File: config.mk
export PLATFORM = sky130hd
export DESIGN_NAME = uart_tx
export DESIGN_NICKNAME = d
export VERILOG_FILES = /design/src/rtl/uart_tx.sv
export SDC_FILE = /design/constraint.sdc
export NUM_CORES = 1
export LEC_CHECK = 0
export CORE_UTILIZATION = 25
export CTS_BUF_LIST = sky130_fd_sc_hd__clkbuf_4 sky130_fd_sc_hd__clkbuf_8 sky130_fd_sc_hd__clkbuf_16
export CTS_CLUSTER_SIZE = 25
export DETAILED_ROUTE_END_ITERATION = 8
export DONT_BUFFER_PORTS = 1
export GPL_TIMING_DRIVEN = 0
export PLACE_DENSITY_LB_ADDON = 0.08
export SYNTH_ARGS = -nofsm -noshare
export SYNTH_HDL_FRONTEND = slang
export SYNTH_SLANG_ARGS = --single-unit
File: constraint.sdc
create_clock -name clk_i -period 3.9 [get_ports clk_i]
set_input_delay 0.78 -clock clk_i [delete_from_list [all_inputs] [get_ports clk_i]]
set_output_delay 0.78 -clock clk_i [all_outputs]
set_load 0.05 [all_outputs]
File: src/rtl/uart_tx.sv
// Serialises one word per frame: start bit, DATA_W bits LSB first, optional parity, stop bit(s).
// Start bit drives one cycle after accept; tx_ready_o stays low for the whole frame and returns in the tx_done_o cycle.
module uart_tx #(
    parameter int CLKS_PER_BIT = 434,
    parameter int DATA_W       = 8,
    parameter int PARITY_EN    = 0,
    parameter int PARITY_ODD   = 0,
    parameter int STOP_BITS    = 1
) (
    input  logic              clk_i,
    input  logic              reset_i,
    input  logic [DATA_W-1:0] tx_data_i,
    input  logic              tx_valid_i,
    output logic              tx_ready_o,
    output logic              tx_dout_o,
    output logic              tx_busy_o,
    output logic              tx_done_o
);

    localparam int CW = $clog2(CLKS_PER_BIT);
    localparam int BW = $clog2(DATA_W + 1);
    localparam logic [CW-1:0] CYC_LAST  = CW'(CLKS_PER_BIT - 1);
    localparam logic [BW-1:0] DATA_LAST = BW'(DATA_W - 1);
    localparam logic [BW-1:0] STOP_LAST = BW'(STOP_BITS - 1);

    typedef enum logic [2:0] {IDLE, START, DATA, PARITY, STOP} state_t;

    state_t            state, state_nxt;
    logic [CW-1:0]     cyc_cnt, cyc_nxt;
    logic [BW-1:0]     bit_cnt, bit_nxt;
    logic [DATA_W-1:0] shreg, shreg_nxt;
    logic              par_bit, par_nxt;
    logic              dout_nxt, done_nxt;
    logic              accept, bit_end;

    assign tx_ready_o = (state == IDLE);
    assign tx_busy_o  = (state != IDLE);
    assign accept     = tx_valid_i && tx_ready_o;
    assign bit_end    = (cyc_cnt == CYC_LAST);

    always_comb begin
        state_nxt = state;
        cyc_nxt   = cyc_cnt;
        bit_nxt   = bit_cnt;
        shreg_nxt = shreg;
        par_nxt   = par_bit;
        done_nxt  = 1'b0;
        dout_nxt  = 1'b1;

        if (state != IDLE) begin
            cyc_nxt = bit_end ? '0 : cyc_cnt + CW'(1);
        end

        case (state)
            IDLE: begin
                if (accept) begin
                    state_nxt = START;
                    cyc_nxt   = '0;
                    bit_nxt   = '0;
                    shreg_nxt = tx_data_i;
                    // parity is fixed at accept so the shifting register need not be preserved
                    par_nxt   = (^tx_data_i) ^ (PARITY_ODD != 0);
                end
            end
            START: begin
                if (bit_end) begin
                    state_nxt = DATA;
                    bit_nxt   = '0;
                end
            end
            DATA: begin
                if (bit_end) begin
                    shreg_nxt = shreg >> 1;
                    if (bit_cnt == DATA_LAST) begin
                        state_nxt = (PARITY_EN != 0) ? PARITY : STOP;
                        bit_nxt   = '0;
                    end else begin
                        bit_nxt = bit_cnt + BW'(1);
                    end
                end
            end
            PARITY: begin
                if (bit_end) begin
                    state_nxt = STOP;
                    bit_nxt   = '0;
                end
            end
            STOP: begin
                if (bit_end) begin
                    if (bit_cnt == STOP_LAST) begin
                        state_nxt = IDLE;
                        bit_nxt   = '0;
                        done_nxt  = 1'b1;
                    end else begin
                        bit_nxt = bit_cnt + BW'(1);
                    end
                end
            end
            default: state_nxt = IDLE;
        endcase

        // line is registered, so it is derived from where the FSM is going
        case (state_nxt)
            START:   dout_nxt = 1'b0;
            DATA:    dout_nxt = shreg_nxt[0];
            PARITY:  dout_nxt = par_nxt;
            default: dout_nxt = 1'b1;
        endcase
    end

    always_ff @(posedge clk_i or posedge reset_i) begin
        if (reset_i) begin
            state     <= IDLE;
            cyc_cnt   <= '0;
            bit_cnt   <= '0;
            shreg     <= '0;
            par_bit   <= 1'b0;
            tx_dout_o <= 1'b1;
            tx_done_o <= 1'b0;
        end else begin
            state     <= state_nxt;
            cyc_cnt   <= cyc_nxt;
            bit_cnt   <= bit_nxt;
            shreg     <= shreg_nxt;
            par_bit   <= par_nxt;
            tx_dout_o <= dout_nxt;
            tx_done_o <= done_nxt;
        end
    end

endmodule

==> results of run 1 <==
## layout by cell type, fill, tap and decap left out, types with 3 or more instances in the layout
cell type and count:
dfrtp_1 26, o21ai_0 15, inv_1 14, nand2_1 11, nor2_1 11, xnor2_1 8
a222oi_1 6, nand3_1 5, o31ai_1 5, and3_1 5, nand2b_1 4, a21oi_1 4
ha_1 4, clkbuf_1 3, clkbuf_8 3
## metrics by stage
step	utilization	setup TNS (ns)	std cells	cell area [um2]	hold slack (ns)
detailed placement	0.284	0	228	1590	0.478
CTS	0.293	0	232	1640	0.504
global placement	0.281	-0.304	227	1580	0.480
global route	0.293	0	232	1640	0.522
finish	0.293	0	232	1640	0.501
floorplan	-	0	155	1490	0.458
## logic make-up (layout without fill, tap and decap cells)
kind of cell / after synthesis / count (layout) / share of synthesized area
buffers and inverters: 20 / 25 / 0.0572
flip-flops: 27 / 27 / 0.455
AND/OR/NAND/NOR: 54 / 54 / 0.211
AO/OA/AOI/OAI: 42 / 42 / 0.196
XOR/XNOR: 8 / 8 / 0.0471
adder cells (fa/ha/maj): 4 / 4 / 0.0336
## area by class of cell
class	instances	area [um2]	area share
tap	72	90.1	0.0549
sequential	27	677	0.413
multi-input combinational	108	731	0.445
timing repair buffer	1	11.3	0.00687
inverter	14	52.6	0.0320
clock buffer	3	41.3	0.0252
clock inverter	1	5.00	0.00305
buffer	6	32.5	0.0198
## synth_stat cells
| cell type | instances |
|---|---|
| a22o_1 | 1 |
| nand3_1 | 5 |
| nor2_1 | 11 |
| xnor2_1 | 8 |
| o21ai_1 | 1 |
| o21ai_0 | 15 |
| o21ai_2 | 2 |
| a31oi_1 | 1 |
| dfstp_2 | 1 |
| or3b_2 | 1 |
| nand2b_1 | 4 |
| nor4bb_1 | 1 |
| or3_1 | 1 |
| or4b_1 | 1 |
| clkbuf_1 | 3 |
| dfrtp_1 | 26 |
| nand3b_1 | 2 |
| nor4_2 | 1 |
| a21oi_1 | 4 |
| a222oi_1 | 6 |
| o31ai_1 | 5 |
| and4_1 | 1 |
| nor3_1 | 2 |
| nand2_1 | 11 |
| buf_6 | 1 |
| o211ai_1 | 1 |
| ha_1 | 4 |
| nor3_4 | 1 |
| nand4_1 | 1 |
| nor4_1 | 1 |
| nand4_2 | 1 |
| and3_1 | 5 |
| o21a_1 | 1 |
| o311a_1 | 1 |
| and2_1 | 1 |
| nor2b_1 | 2 |
| nor4b_1 | 1 |
| a211o_1 | 1 |
| o21bai_1 | 1 |
| buf_2 | 2 |
| a221o_1 | 2 |
| inv_1 | 14 |
## worst register-to-register path, stage by stage, from the launching register on
cell and delay, ns:
dfrtp_1 0.38, clkbuf_1 0.21, nor3_2 0.81, buf_6 0.21, inv_1 0.25, nor2_1 0.53
o21ai_0 0.18, o31ai_1 0.09
## registers in the layout, summed over array words and instances, names as in the netlist
name,cells
tx_dout_o,1
state,3
cyc_cnt,9
tx_done_o,1
shreg,8
bit_cnt,4
par_bit,1
## metal layers
| layer | vias up | global-route usage |
|---|---|---|
| met5 | - | 0 |
| met4 | 0 | 0.0273 |
| met3 | 2 | 0.0345 |
| met2 | 23 | 0.178 |
| met1 | 543 | 0.150 |
| li1 | 573 | - |
## power groups by stage
stage	clock network (mW)	logic, mW	registers (mW)
4_1_cts	0.178	0.0199	0.280
2_1_floorplan	0	0.0167	0.285
3_5_place_dp	0	0.0197	0.285
5_1_grt	0.187	0.0214	0.280
3_3_place_gp	0	0.0195	0.285
6_report	0.164	0.0189	0.280
## path summary, 6_finish.rpt
path / from / to / slack (ns)
hold reg to reg: shreg[3] / shreg[3] / 0.50
hold / removal: shreg[3] / shreg[3] / 0.50
setup reg to reg: state[1] / cyc_cnt[8] / 1.17
min in group asynchronous: reset_i / shreg[5] / 0.66
setup / recovery: state[1] / tx_busy_o / 1.0
max in group asynchronous: reset_i / bit_cnt[0] / 2.58
==> results.yml, run 1 <==
outcome:
  status: "finished clean"
critical_path:
  path_cells: "clkbuf_1 > nor3_2 > buf_6 > inv_1"
  r2r_cells: 7
  critical_path.max_fanout: 10
  worstPathRequired_ns: 3.12
  arrival_ns: 2.12
  crit_path_end_kind: "output port"
  cp.depth: 4
  cp-start-kind: "flip-flop"
  slowest_stage: "nor3_2"
  timing.setup.critical_path_class: "reg -> out"
  crit_family: "simple AND/OR/NAND/NOR gates"
  critPathBufInv: 3
  cp_slowest_stage_delay_ns: 0.80
routing:
  routed_wl_mm: 3.15
  detail_route.drc_violations: 0
  drtAntennaViolNets: 0
  wl_met3_um: 187
  wl_met1_mm: 1.48
  wl_per_cell_um: 13.6
  vias_per_cell: 4.92
  vias: 1141
  highest_layer: "met4"
  wl_met2_mm: 1.46
  drt_iter0_drc: 123
  firstDrtPassIters: 5
pwr:
  finalPower_uw: 463
  clkPwrFrac: 0.354
  p_per_area_nw_per_um2: 282
  p_comb_frac: 0.041
  pwr-share-seq: 0.605
  switching_share: 0.222
  internal_power_uw: 360
  power.switching_uw: 103
  ir_worst_vdd_mv: 0.101
  p_leak_nw: 0.695
job:
  maxCapViolations: 0
yosys:
  ys_seq_area_frac: 0.455
  yosys.area.top_type_share: 0.437
  synthDistinctLibCells: 42
  synth_area_leaders: "dfrtp_1 (44%), o21ai_0 (5.0%), xnor2_1 (4.7%)"
  yosys.area.top_type: "dfrtp_1"
  syn_inst: 155
  synth_seq_cells: 27
  yosys_warnings: 0
  synth_area_um2: 1490
  syn-num-nets: 170
  synth.avg_cell_area_um2: 9.60
cts:
  cts-hold-fix-buffers: 0
  clk_latency_ns: 0.28
  clockBufferDepth: 2
  ctsRootBufferMaster: "clkbuf_8"
  cts-buffers-inserted: 3
  tritoncts: "yes"
  cts.htree.levels: 1
  cts.sinks: 27
  cts_resized: 0
  post_cts_buffers: 0
  path_clk_slew_ns: 0.10
finish:
  fillers: 619
  n_antenna_cell: 0
  syn2layout_area_growth_pct: 10.3
  final_nets: 176
  drive_gt1_frac: 0.100
sta:
  fmax_mhz: 344
  slew_viol_final: 0
  finalHoldViolCount: 0
  layout_min_cycle_time_ns: 2.90
  setup_ws_ns: 0.995
  skew_ns: 0.00746
  tightest_slew_ns: 1.09
  maxSlewHeadroom: 0.272
  setup_viol: 0
  rsz0062_at_grt: "no"
  finalCritPeriodShare: 0.745
place:
  pre_cts_ws_ns: 1.13
  routabilityCongestion: 0.709
  dp_hpwl_mm: 2.27
  place.port_buffers: 0
grt:
  antenna_found_initial: 0
  gr-total-overflow: 0
  grt_max_degree: 28
  grt_pass1_wl_mm: 5.45
  grtUsageTotal: 0.113
  grt_pass1_vias: 1112
die:
  core_area_um2: 5610
  io_pins: 15
  row_count: 27
  dieArea_um2: 6260
  die_h_um: 79.1
  start_util: 0.265
  die_w_um: 79.1
min_path:
  hp-class: "reg -> reg"
  hold_path_depth: 2
(Power assumes the default switching activity.)
==> run 2, diff against run 1 <==
clock period = 2.3 ns   (was 3.9 ns; I/O delays follow)
==> run 2 against run 1 <==
Effect of this change: the run now ends with setup timing left; wire length rose by 3.0%; global-route usage rose by 0.52 points; clock power increased by 72%; utilization up 1.1 points; via count up 2.1%; total power up 71%; clock skew is 0.0016 ns higher; hold slack got worse by 0.20 ns; first-iteration DRC count is 2.4% lower; final area increased by 3.9%; combinational power increased by 69%; critical path type unchanged; critical endpoint unchanged.
==> results.yml, run 2 (synthesis results as in run 1) <==
pwr:
  p_per_area_nw_per_um2: 463
  finalPower_uw: 789
  ir_worst_vdd_mv: 0.202
  p_leak_nw: 0.711
sta:
  finalHoldViolCount: 0
  maxSlewHeadroom: 0.281
  skew_ns: 0.00909
  rsz0062_at_grt: "yes"
  setup_viol: 9
  layout_min_cycle_time_ns: 2.42
  slew_viol_final: 0
  setup_ws_ns: -0.117
  whs_ns: 0.300
  tightest_slew_ns: 1.08
  fmax_mhz: 414
  finalCritPeriodShare: 1.05
routing:
  routed_wl_mm: 3.24
  firstDrtPassIters: 6
  vias_per_cell: 4.98
  drt_iter0_drc: 120
  detail_route.drc_violations: 0
  vias: 1165
  drtAntennaViolNets: 0
  wl_per_cell_um: 13.9
die:
  row_count: 27
  die_h_um: 79.1
  io_pins: 15
  core_area_um2: 5610
  die_w_um: 79.1
  start_util: 0.265
  dieArea_um2: 6260
critical_path:
  cp_slowest_stage_delay_ns: 0.65
  crit_family: "simple AND/OR/NAND/NOR gates"
  arrival_ns: 1.96
  slowest_stage: "nor3_4"
  path_cells: "nor3_4 > clkinvlp_4"
  critPathBufInv: 1
  worstPathRequired_ns: 1.84
  crit_path_end_kind: "output port"
  critical_path.max_fanout: 5
  timing.setup.critical_path_class: "reg -> out"
  cp-start-kind: "flip-flop"
outcome:
  failed_checks: "setup timing"
  status: "finished, violations left"
finish:
  final_nets: 178
  fin_util: 0.304
  top_regs: "cyc_cnt x9, shreg x8, bit_cnt x4"
  drive_gt1_frac: 0.167
  syn2layout_area_growth_pct: 14.5
  final_area_um2: 1700
  fillers: 607
  n_antenna_cell: 0
  largest_reg_flops: 9
  final_common_cell: "dfrtp_1"
  top_register: "cyc_cnt"
  layout_common_cells: "dfrtp_1 (24), inv_1 (13), nand2_1 (11)"
grt:
  grtUsageTotal: 0.118
  grt_pass1_wl_mm: 5.83
  grt_pass1_vias: 1208
  gr-total-overflow: 0
  grt_max_degree: 28
  antenna_found_initial: 0
cts:
  tritoncts: "yes"
  cts.htree.levels: 1
  path_clk_slew_ns: 0.10
  ctsRootBufferMaster: "clkbuf_8"
  cts.sinks: 27
  clk_latency_ns: 0.28
  clockBufferDepth: 2
  cts-buffers-inserted: 3
min_path:
  hp-class: "in -> reg"
place:
  routabilityCongestion: 0.747
  place_area_um2: 1590
  dp_hpwl_mm: 2.28
  place.port_buffers: 0
job:
  maxCapViolations: 0
-- run 2: timing repair --
item	CTS	global route
pin swaps	2	2
setup endpoints to repair	11	13
setup buffers	5	0
hold buffers	0	0
gates resized for setup	13	5
-- run 2: cell type report --
| type | count | area, um2 | share of cell area |
|---|---|---|---|
| multi-input combinational | 108 | 761 | 0.446 |
| sequential | 27 | 679 | 0.399 |
| tap | 72 | 90.1 | 0.0529 |
| inverter | 14 | 56.3 | 0.0330 |
| clock buffer | 3 | 41.3 | 0.0242 |
| timing repair buffer | 5 | 37.5 | 0.0220 |
| buffer | 4 | 31.3 | 0.0184 |
| clock inverter | 1 | 7.51 | 0.00441 |
-- run 2: path summary, 6_finish.rpt --
check                              from         end  slack, ns  depth (start not counted)
max                            state[1]   tx_busy_o      -0.12                          2
min                        tx_data_i[2]    shreg[2]       0.30                          2
max reg2reg                    state[1]  cyc_cnt[3]      -0.11                          7
min reg2reg                    shreg[2]    shreg[1]       0.50                          2
max in group asynchronous       reset_i    state[1]       1.24                          1
min in group asynchronous       reset_i  cyc_cnt[2]       0.33                          1
-- run 2: metal layers --
layer  vias up  GRT usage  share of wire  wire (um)
met5         -          0              0          0
met4         0     0.0382         0.0077         25
met3         2     0.0241          0.043        141
met2        13      0.183           0.46       1480
met1       573      0.164           0.49       1600
li1        577          -              -          -
-- run 2: report_power, final --
part / leakage, nW / internal (mW) / switching [mW]
sequential: 0.351 / 0.474 / 0
clock: 0.0217 / 0.123 / 0.159
combinational: 0.338 / 0.0144 / 0.0176
total: 0.711 / 0.612 / 0.177
-- run 2: per-stage QoR --
step,TNS [ns],setup slack [ns],std cells
after global routing,-1.84,-0.216,234
after detailed placement,-2.57,-0.338,227
after CTS,-0.692,-0.135,234
final,-0.553,-0.117,234
after floorplan,0,0.0178,155
after global placement,-2.69,-0.350,227
